$ cat config.mk
export PLATFORM = sky130hd
export DESIGN_NAME = data_bus_master
export DESIGN_NICKNAME = d
export VERILOG_FILES = /design/src/rtl/bus_pkg.sv /design/src/rtl/load_extender.sv /design/src/rtl/data_bus_master.sv
export SDC_FILE = /design/constraint.sdc
export NUM_CORES = 1
export LEC_CHECK = 0
export ABC_AREA = 1
export ABC_CLOCK_PERIOD_IN_PS = 10700
export CORE_UTILIZATION = 25
export DETAILED_ROUTE_END_ITERATION = 10
export GPL_ROUTABILITY_DRIVEN = 0
export SYNTH_ARGS = -nofsm -noshare
export SYNTH_HDL_FRONTEND = slang
export SYNTH_SLANG_ARGS = --single-unit
export TNS_END_PERCENT = 30
$ cat constraint.sdc
create_clock -name clk -period 10.7 [get_ports clk]
set_clock_uncertainty 0.2 [all_clocks]
set_input_delay 2.14 -clock clk [delete_from_list [all_inputs] [get_ports clk]]
set_output_delay 2.14 -clock clk [all_outputs]
set_load 0.005 [all_outputs]
$ cat src/rtl/bus_pkg.sv
// Shared definitions for the data bus master: funct3 size codes, FSM states,
// and the lane helpers used for stores and alignment checks.
package bus_pkg;

  localparam logic [2:0] SZ_B  = 3'b000;
  localparam logic [2:0] SZ_H  = 3'b001;
  localparam logic [2:0] SZ_W  = 3'b010;
  localparam logic [2:0] SZ_BU = 3'b100;
  localparam logic [2:0] SZ_HU = 3'b101;

  typedef enum logic [1:0] {S_IDLE, S_SETUP, S_ACCESS, S_RESP} state_e;

  typedef enum logic [1:0] {SIZE_B, SIZE_H, SIZE_W} size_e;

  // Collapse funct3 into an access size; unsupported codes behave as words.
  function automatic size_e size_of(input logic [2:0] f3);
    case (f3)
      SZ_B, SZ_BU: size_of = SIZE_B;
      SZ_H, SZ_HU: size_of = SIZE_H;
      SZ_W:        size_of = SIZE_W;
      default:     size_of = SIZE_W;
    endcase
  endfunction

  // Byte enables for a store of the given size at the given byte offset.
  function automatic logic [3:0] lane_mask(input logic [2:0] f3, input logic [1:0] off);
    case (size_of(f3))
      SIZE_B:  lane_mask = 4'b0001 << off;
      SIZE_H:  lane_mask = 4'b0011 << off;
      default: lane_mask = 4'b1111;
    endcase
  endfunction

  // Store data replicated across lanes so the enabled lanes carry the payload.
  function automatic logic [31:0] lane_data(input logic [2:0] f3, input logic [31:0] w);
    case (size_of(f3))
      SIZE_B:  lane_data = {4{w[7:0]}};
      SIZE_H:  lane_data = {2{w[15:0]}};
      default: lane_data = w;
    endcase
  endfunction

  // Halfwords need even addresses, words need 4-byte alignment.
  function automatic logic misaligned(input logic [2:0] f3, input logic [1:0] off);
    case (size_of(f3))
      SIZE_H:  misaligned = off[0];
      SIZE_W:  misaligned = (off != 2'b00);
      default: misaligned = 1'b0;
    endcase
  endfunction

endpackage

$ cat src/rtl/load_extender.sv
// Extracts the addressed byte/halfword from the bus word and sign- or
// zero-extends it according to funct3.
module load_extender
  import bus_pkg::*;
(
  input  logic [31:0] prdata,
  input  logic [1:0]  off,
  input  logic [2:0]  strb,
  output logic [31:0] ext
);

  logic [31:0] shifted;

  // Align the addressed lane to bit 0, then extend by size and signedness.
  always_comb begin
    shifted = prdata >> {off, 3'b000};
    case (size_of(strb))
      SIZE_B:  ext = strb[2] ? {24'b0, shifted[7:0]} : {{24{shifted[7]}}, shifted[7:0]};
      SIZE_H:  ext = strb[2] ? {16'b0, shifted[15:0]} : {{16{shifted[15]}}, shifted[15:0]};
      default: ext = prdata;
    endcase
  end

endmodule

$ cat src/rtl/data_bus_master.sv
// APB-style bus master for loads/stores issued by the multicycle control
// unit. One transfer at a time: IDLE -> SETUP -> ACCESS -> RESP, with a
// misaligned request skipping straight to RESP and a watchdog on PREADY.
module data_bus_master
  import bus_pkg::*;
#(
  parameter int ADDR_W  = 32,
  parameter int TIMEOUT = 16
) (
  input  logic              clk,
  input  logic              reset,
  input  logic              busWe,
  input  logic              busRe,
  input  logic [2:0]        strb,
  input  logic [ADDR_W-1:0] addr,
  input  logic [31:0]       wdata,
  output logic [31:0]       rdata,
  output logic              busy,
  output logic              done,
  output logic              err,
  output logic [ADDR_W-1:0] PADDR,
  output logic [31:0]       PWDATA,
  output logic [3:0]        PSTRB,
  output logic              PWRITE,
  output logic              PSEL,
  output logic              PENABLE,
  input  logic [31:0]       PRDATA,
  input  logic              PREADY
);

  localparam int CNT_W = $clog2(TIMEOUT) + 1;
  localparam logic [CNT_W-1:0] LAST = CNT_W'(TIMEOUT - 1);

  state_e           state, next;
  logic             req, bad;
  logic [1:0]       off;
  logic [2:0]       size_code;
  logic             err_r;
  logic [CNT_W-1:0] cnt;
  logic [31:0]      ext;

  assign req = busWe | busRe;
  assign bad = misaligned(strb, addr[1:0]);

  load_extender u_ext (
    .prdata (PRDATA),
    .off    (off),
    .strb   (size_code),
    .ext    (ext)
  );

  // State register; reset drops the bus strobes immediately via the decode.
  always_ff @(posedge clk or posedge reset) begin
    if (reset) state <= S_IDLE;
    else       state <= next;
  end

  // Next-state logic and the state-decoded outputs.
  always_comb begin
    next    = state;
    PSEL    = 1'b0;
    PENABLE = 1'b0;
    done    = 1'b0;
    err     = 1'b0;
    busy    = (state != S_IDLE) | req;
    case (state)
      S_IDLE: begin
        if (req) next = bad ? S_RESP : S_SETUP;
      end
      S_SETUP: begin
        PSEL = 1'b1;
        next = S_ACCESS;
      end
      S_ACCESS: begin
        PSEL    = 1'b1;
        PENABLE = 1'b1;
        if (PREADY || cnt == LAST) next = S_RESP;
      end
      S_RESP: begin
        done = 1'b1;
        err  = err_r;
        next = S_IDLE;
      end
      default: next = S_IDLE;
    endcase
  end

  // Request latch, watchdog counter and load-data capture.
  always_ff @(posedge clk or posedge reset) begin
    if (reset) begin
      PADDR     <= '0;
      PWDATA    <= '0;
      PSTRB     <= '0;
      PWRITE    <= 1'b0;
      off       <= '0;
      size_code <= '0;
      err_r     <= 1'b0;
      cnt       <= '0;
      rdata     <= '0;
    end else begin
      case (state)
        S_IDLE: begin
          if (req) begin
            PADDR     <= {addr[ADDR_W-1:2], 2'b00};
            PWDATA    <= lane_data(strb, wdata);
            PSTRB     <= busWe ? lane_mask(strb, addr[1:0]) : 4'b0000;
            PWRITE    <= busWe;
            off       <= addr[1:0];
            size_code <= strb;
            err_r     <= bad;
            cnt       <= '0;
          end
        end
        S_ACCESS: begin
          if (PREADY) begin
            err_r <= 1'b0;
            if (!PWRITE) rdata <= ext;
          end else if (cnt == LAST) begin
            err_r <= 1'b1;
            if (!PWRITE) rdata <= '0;
          end else begin
            cnt <= cnt + 1'b1;
          end
        end
        default: ;
      endcase
    end
  end

endmodule

==> reports/results.tsv, run 1 <==
metric	value	unit
Final Cycle Share	0.536	
Max Cap Viol	0	
total grt overflow	0	
initial antenna violation count	0	
clock root buffer master	clkbuf_16	
internal power	1310	uW
power density cells	267	nW/um2
Worst-Skew Late Latency	0.36	ns
Overall Global Routing Usage	0.162	
nets@finish	1003	
post-synth cell types	28	
CTS tree	built	
slew margin rel.	0.446	
CP startpoint kind	input port	
drt drc	0	
status	finished, final reports clean	
final worst path period need	5.74	ns
min-delay src	rdata[11]	
crit path buf inv count	2	
total CTS buffers	9	
Die Y-Extent	150	um
Most Frequent Cell on Critical Path	clkdlybuf4s50_1	
setup bufs post-CTS	0	
clock power share	0.165	
total routed wirelength	17800	um
layout cells sized above 1	0.0367	
syn_area_per_cell	7.70	um2
Place WS	4.96	ns
Req. time, crit path	8.36	ns
I/O pin total	210	
vias in the first global route	5125	
Final Max Slew Viols	0	
Port Buffers	207	
min setup slack post-route	4.96	ns
Seq pwr share	0.359	
Post-DP HPWL	12300	um
Crit Path Max Fanout	4	
post-synthesis sequential area ratio	0.515	
Area growth, synth to finish	47.1	%
Vias/cell	4.53	
Initial DRC Count	238	
reg2reg end	PWDATA[25]	
Reg2Reg Depth	8	
Slew @ Worst Pin	0.828	ns
flops & latches, synth	112	
Ys Warns	0	
largest cells by area after synthesis	dfrtp_1 51%, nand2_1 21%, o21ai_0 4.8%	
row count	53	
TritonRoute pass-1 iters	5	
RSZ-0062 raised after global routing	no	
Post-Syn Instances	707	
CP Capture Type	output pin	
Psw	830	uW
Routed WL per cell	15.1	um
H-tree levels	3	
crit-path cells	clkdlybuf4s50_1 > nor2_1 > nand2_1 > clkdlybuf4s50_1	
sw frac	0.388	
leakage power	0.00377	uW
routed via count	5311	
# diodes	0	
Reg2Reg Setup Slack	7.94	ns
hold-fix buffers at CTS	0	
die area	22400	um2
CP Data Arrival Time	3.40	ns
CTS clk-pin slew, worst paths	0.08	ns
final setup vio count	0	
initial core utilization	0.257	
most frequent cells in the layout	298 x nand2_1, 207 x clkdlybuf4s50_1, 112 x dfrtp_1	
die width	150	um
Slowest-stage cell, CP	clkdlybuf4s50_1	
largest area contributor in the netlist	dfrtp_1	
first-pass GRT wire length	28000	um
max frequency	174	MHz
Mapped Area	5440	um2
final setup TNS	0	ns
Max IR drop VDD	102	uV
Reg-to-Reg Start	state[0]	
Routed Antenna Nets	0	
Hold Crit Class	flop to flop	
Worst Hold Depth	2	
clock buffer depth	2	
core area	21200	um2
pin count of the biggest net entering global routing	74	
# clock sinks	112	
final hold viol count	0	
top cell type's share of synthesized area	0.515	
post-cts sizing count	0	
combinational share of power	0.476	
worst setup path class	input port to output pin	
Top delay family on crit path	buffers and inverters	
Hold EP	rdata[11]	
Crit path largest cell delay	0.55	ns
commonest non-fill, non-tap cell in the layout	nand2_1	
[power groups by stage]
stage	Clock (uW)	Sequential, uW	Combinational (uW)
after CTS	366	770	1030
after floorplan	0	740	515
final	353	767	1020
after global routing	383	797	1140
after detailed placement	0	770	1030
after global placement	0	772	1020
[worst register-to-register path: cells and delay by family (launching register included)]
kind / cells / cell delay [ns]
AO/OA/AOI/OAI: 2 / 0.12
adder cells (fa/ha/maj): 1 / 0.27
AND/OR/NAND/NOR: 1 / 0.18
buffers and inverters: 4 / 1.46
flip-flops: 1 / 0.36
[cells in the mapped netlist (all sizes together)]
| library cell | n |
|---|---|
| a21oi | 45 |
| a22oi | 1 |
| a31oi | 6 |
| a41oi | 4 |
| buf | 27 |
| clkbuf | 11 |
| conb | 1 |
| dfrtp | 112 |
| ha | 6 |
| inv | 37 |
| nand2 | 298 |
| nand3 | 30 |
| nand4 | 3 |
| nor2 | 61 |
| nor3 | 2 |
| o211ai | 8 |
| o21ai | 53 |
| o22ai | 1 |
| or2 | 1 |
[sequential cells by signal (all words and copies together) (netlist names)]
name	flops
err_r	1
rdata	32
PWDATA	32
PSTRB	4
PADDR	30
state	2
size_code	3
PWRITE	1
cnt	5
off	2
[through the flow]
| stage | power (uW) | util | std cells | area, um2 | hold slack (ns) |
|---|---|---|---|---|---|
| finish | 2140 | 0.379 | 1173 | 8010 | 0.279 |
| global route | 2320 | 0.379 | 1173 | 8010 | 0.306 |
| CTS | 2170 | 0.379 | 1173 | 8010 | 0.286 |
| detailed placement | 1800 | 0.364 | 1157 | 7710 | 0.264 |
| global placement | 1790 | 0.364 | 1157 | 7710 | 0.262 |
| floorplan | 1250 | - | 708 | 5450 | 0.252 |
[worst max-delay path by stage]
stage	cells after the start	endpoint	slack, ns	from
2_1_floorplan	1	PADDR[10]	5.40	reset
3_3_place_gp	4	busy	4.98	busWe
3_5_place_dp	4	busy	4.96	busWe
4_1_cts	4	busy	4.96	busWe
5_1_grt	4	busy	4.90	busWe
6_report	4	busy	4.96	busWe
[final cells by class]
type	count	area (um2)
Multi-Input combinational cell	521	2310
Clock inverter	7	75.1
Tap cell	275	344
Inverter	37	141
Timing Repair Buffer	212	2110
Sequential cell	112	2800
Clock buffer	9	225
Fill cell	2229	13100
[layer usage]
metal  part of all wire  up-vias  track usage
met5                  0        -            0
met4             0.0085        0       0.0403
met3               0.12       11       0.0640
met2               0.45      227        0.243
met1               0.43     2443        0.215
li1                   -     2630            -
[cell families after synthesis]
kind of cell | share of synthesized area
buffers and inverters | 0.0625
AOI/OAI and AO/OA | 0.118
other | 0.000689
DFF | 0.515
adders and majority gates | 0.0138
and+or+nand+nor | 0.290
Note: power is estimated with default switching activity, not from simulation.
==> inputs of run 2 (changes only) <==
--- a/config.mk
+++ b/config.mk
@@ -6,7 +6,7 @@
 export NUM_CORES = 1
 export LEC_CHECK = 0
 export ABC_AREA = 1
-export ABC_CLOCK_PERIOD_IN_PS = 10700
+export ABC_CLOCK_PERIOD_IN_PS = 5900
 export CORE_UTILIZATION = 25
 export DETAILED_ROUTE_END_ITERATION = 10
 export GPL_ROUTABILITY_DRIVEN = 0
==> constraint.sdc (replaced) <==
create_clock -name clk -period 5.9 [get_ports clk]
set_clock_uncertainty 0.2 [all_clocks]
set_input_delay 1.18 -clock clk [delete_from_list [all_inputs] [get_ports clk]]
set_output_delay 1.18 -clock clk [all_outputs]
set_load 0.005 [all_outputs]
==> run 2 against run 1 <==
Design area is essentially flat. Non-clock buffer count increased by 1. Highest routed layer unchanged. Critical endpoint unchanged. Register-to-register slack lost 4.6 ns. Largest power group unchanged. Sequential power is 81% higher. Via count fell by 0.38%. Cell count is essentially flat.
==> reports/results.tsv, run 2 (same netlist as run 1, synthesis figures left out) <==
metric	value	unit
CTS clk-pin slew, worst paths	0.09	ns
met1 usage	0.208	
drt drc	0	
Overall Global Routing Usage	0.159	
Port Buffers	207	
Hold WS	0.282	ns
Regs by FF count	PWDATA (32), rdata (32), PADDR (30)	
core area	21200	um2
power density cells	481	nW/um2
most frequent cells in the layout	298 x nand2_1, 207 x clkdlybuf4s50_1, 112 x dfrtp_1	
Filler cells	2195	
Worst-Skew Late Latency	0.36	ns
clock root buffer master	clkbuf_16	
CP Capture Type	output pin	
initial antenna violation count	0	
first-pass GRT wire length	27500	um
post-cts sizing count	0	
H-tree levels	3	
CTS tree	built	
M3 GR Usage	0.0570	
row count	53	
combinational share of power	0.476	
met2 usage	0.241	
Initial DRC Count	249	
Final Max Slew Viols	0	
leakage power	0.00377	uW
commonest non-fill, non-tap cell in the layout	nand2_1	
Final Cycle Share	0.645	
Req. time, crit path	4.52	ns
total grt overflow	0	
TritonRoute pass-1 iters	5	
Slew @ Worst Pin	0.826	ns
nets@finish	1004	
internal power	2370	uW
CP Data Arrival Time	2.43	ns
Crit Path Max Fanout	4	
Reg2Reg Setup Slack	3.39	ns
Final Power	3850	uW
final setup TNS	0	ns
die width	150	um
layout cells sized above 1	0.0367	
Seq pwr share	0.362	
status	finished, final reports clean	
Area growth, synth to finish	47.1	%
min setup slack post-route	2.09	ns
clock buffer depth	2	
I/O pin total	210	
routed via count	5291	
max frequency	263	MHz
Finished Layout Cells	1174	
# diodes	0	
initial core utilization	0.257	
RSZ-0062 raised after global routing	no	
hold-fix buffers at CTS	0	
pin count of the biggest net entering global routing	73	
final hold viol count	0	
total routed wirelength	17700	um
total CTS buffers	9	
sw frac	0.385	
Place WS	2.09	ns
Psw	1480	uW
Hold Crit Class	flop to flop	
clock power share	0.161	
Post-DP HPWL	12300	um
placed cell count	1158	
setup bufs post-CTS	0	
vias in the first global route	5057	
Routed Antenna Nets	0	
# clock sinks	112	
Die Y-Extent	150	um
worst setup path class	input port to output pin	
final worst path period need	3.81	ns
final setup vio count	0	
Vias/cell	4.51	
Max Cap Viol	0	
die area	22400	um2
Max IR drop VDD	197	uV
Routed WL per cell	15.0	um
slew margin rel.	0.447	
GR peak layer	met2	
CP startpoint kind	input port	
-- run 2: changes by cell type in the layout (fill, tap and decap cells not counted) --
cell and delta:
clkinv_4 -2, clkbuf_1 +1, inv_6 +3, inv_8 -2
buf_4 +1
-- run 2: metrics by stage --
| step | util | area (um2) |
|---|---|---|
| 4_1_cts | 0.378 | 8010 |
| 5_1_grt | 0.378 | 8010 |
| 3_3_place_gp | 0.365 | 7720 |
| 6_report | 0.378 | 8010 |
| 3_5_place_dp | 0.365 | 7720 |
| 2_1_floorplan | - | 5450 |
-- run 2: worst max-delay path: stages --
cell and delay, ns:
clkdlybuf4s50_1 0.55, nor2_1 0.07, nand2_1 0.11, clkdlybuf4s50_1 0.52
-- run 2: path summary, 6_finish.rpt --
| check | from | to | cells past startpoint |
|---|---|---|---|
| min | PWDATA[5] | PWDATA[5] | 2 |
| min in group asynchronous | reset | PADDR[22] | 2 |
| max in group asynchronous | reset | size_code[1] | 3 |
| max | busWe | busy | 4 |
| max reg2reg | size_code[1] | rdata[22] | 7 |
| min reg2reg | PWDATA[5] | PWDATA[5] | 2 |
-- run 2: area by class of cell --
type                       instances  area [um2]  area share
inverter                          37         141      0.0177
clock inverter                     6        61.3     0.00766
sequential                       112        2800       0.350
timing repair buffer             213        2120       0.264
multi-input combinational        521        2310       0.289
clock buffer                      10         229      0.0286
tap                              275         344      0.0430
-- run 2: power by group through the flow --
stage	sequential (uW)	clock, uW	combinational [uW]
after floorplan	1340	0	934
after global placement	1400	0	1850
after detailed placement	1400	0	1870
after CTS	1400	643	1870
after global routing	1450	676	2060
final	1390	620	1830
-- run 2: layer usage --
metal / share of wire / wire length [um]
met3: 0.11 / 1990
met1: 0.44 / 7690
met5: 0 / 0
met4: 0.012 / 208
met2: 0.44 / 7770
==> inputs of run 3 (changes only) <==
--- a/config.mk
+++ b/config.mk
@@ -6,7 +6,7 @@
 export NUM_CORES = 1
 export LEC_CHECK = 0
 export ABC_AREA = 1
-export ABC_CLOCK_PERIOD_IN_PS = 5900
+export ABC_CLOCK_PERIOD_IN_PS = 3460
 export CORE_UTILIZATION = 25
 export DETAILED_ROUTE_END_ITERATION = 10
 export GPL_ROUTABILITY_DRIVEN = 0
==> constraint.sdc (replaced) <==
create_clock -name clk -period 3.46 [get_ports clk]
set_clock_uncertainty 0.2 [all_clocks]
set_input_delay 0.692 -clock clk [delete_from_list [all_inputs] [get_ports clk]]
set_output_delay 0.692 -clock clk [all_outputs]
set_load 0.005 [all_outputs]
==> run 3 against run 2 <==
Critical path depth is the same. Highest routed layer unchanged. Register-to-register slack lost 2.4 ns. Design area grew 1.1%. Sequential cell count is the same. Combinational power grew 78%. Clock power grew 73%. Power grew 72%. Die area is the same. Worst setup slack lost 1.5 ns. Routed wire length grew 0.35%. Largest power group unchanged. Non-clock buffer count grew 6. Count of clock-buffer cells in the layout shrank 1. Largest cell class unchanged.
==> reports/results.tsv, run 3 (same netlist as run 1, synthesis figures left out) <==
metric	value	unit
min-delay src	PADDR[4]	
max frequency	352	MHz
die area	22400	um2
initial core utilization	0.257	
status	finished, final reports clean	
Initial DRC Count	244	
commonest non-fill, non-tap cell in the layout	nand2_1	
post-cts sizing count	0	
Reg-to-Reg Start	state[0]	
setup bufs post-CTS	0	
Filler cells	2215	
Overall Global Routing Usage	0.158	
final instance area	8100	um2
pin count of the biggest net entering global routing	73	
die width	150	um
final hold viol count	0	
final setup TNS	0	ns
leakage power	0.00381	uW
Worst-Skew Late Latency	0.35	ns
CP Capture Type	output pin	
Port Buffers	207	
CP startpoint kind	input port	
final setup vio count	0	
CTS tree	built	
TritonRoute pass-1 iters	5	
final worst path period need	2.84	ns
Final Cycle Share	0.822	
clock root buffer master	clkbuf_16	
Area growth, synth to finish	48.8	%
# clock sinks	112	
vias in the first global route	5152	
total CTS buffers	9	
hold-fix buffers at CTS	0	
Req. time, crit path	2.57	ns
Max Cap Viol	0	
Routed WL per cell	15.0	um
worst setup path class	input port to output pin	
Crit Path Max Fanout	4	
CTS clk-pin slew, worst paths	0.08	ns
I/O pin total	210	
initial antenna violation count	0	
Final Power	6630	uW
Placement Cell Area	7800	um2
routed via count	5344	
Hold Crit Class	flop to flop	
clock buffer depth	2	
RSZ-0062 raised after global routing	no	
total grt overflow	0	
Final Max Slew Viols	0	
first-pass GRT wire length	27300	um
slew margin rel.	0.473	
row count	53	
Post-DP HPWL	12400	um
Slew @ Worst Pin	0.790	ns
Regs by FF count	PWDATA (32), rdata (32), PADDR (30)	
core area	21200	um2
layout cells sized above 1	0.0442	
Multi-input gate area	2310	um2
total routed wirelength	17700	um
Critical Path Start	busWe	
Die Y-Extent	150	um
CP Data Arrival Time	1.95	ns
Max IR drop VDD	324	uV
power density cells	819	nW/um2
# diodes	0	
Vias/cell	4.53	
most frequent cells in the layout	298 x nand2_1, 207 x clkdlybuf4s50_1, 112 x dfrtp_1	
nets@finish	1010	
drt drc	0	
H-tree levels	3	
Routed Antenna Nets	0	
Sequential Area	2800	um2
[run 3: metrics by stage]
step | instances | setup slack (ns) | utilization | hold slack [ns]
2_1_floorplan | 708 | 1.21 | - | 0.252
3_3_place_gp | 1164 | 0.627 | 0.369 | 0.261
3_5_place_dp | 1164 | 0.621 | 0.369 | 0.264
4_1_cts | 1180 | 0.615 | 0.383 | 0.288
5_1_grt | 1180 | 0.598 | 0.383 | 0.303
6_report | 1180 | 0.616 | 0.383 | 0.282
[run 3: routing by layer]
metal / part of all wire / vias to the layer above / GRT usage / wire length [um]
met5: 0 / - / 0 / 0
met4: 0.0084 / 0 / 0.0362 / 149
met3: 0.10 / 12 / 0.0610 / 1820
met2: 0.45 / 207 / 0.246 / 7950
met1: 0.44 / 2481 / 0.204 / 7810
li1: - / 2644 / - / -
[run 3: critical path: stages]
cell	delay [ns]
clkdlybuf4s50_1	0.56
nor2_1	0.07
nand2_1	0.11
clkdlybuf4s50_1	0.52
[run 3: final cells by class]
cell class	count	area share
Clock buffer	9	0.0278
Clock inverter	7	0.00896
Inverter	37	0.0176
Multi-Input combinational cell	521	0.285
Sequential cell	112	0.346
Tap cell	275	0.0425
Timing Repair Buffer	219	0.272
[run 3: worst paths after layout]
| check | end | slack (ns) | depth (start not counted) |
|---|---|---|---|
| hold reg to reg | PADDR[4] | 0.28 | 2 |
| hold / removal | PADDR[4] | 0.28 | 2 |
| max in group asynchronous | PWDATA[24] | 1.93 | 3 |
| min in group asynchronous | rdata[2] | 0.52 | 2 |
| setup / recovery | busy | 0.62 | 4 |
| setup reg to reg | rdata[30] | 1.03 | 8 |
[run 3: report_power, final]
group	switching (uW)	leakage, uW	internal, uW
Sequential	402	0.00138	1910
Clock	555	0.000143	514
Combinational	1590	0.00228	1660
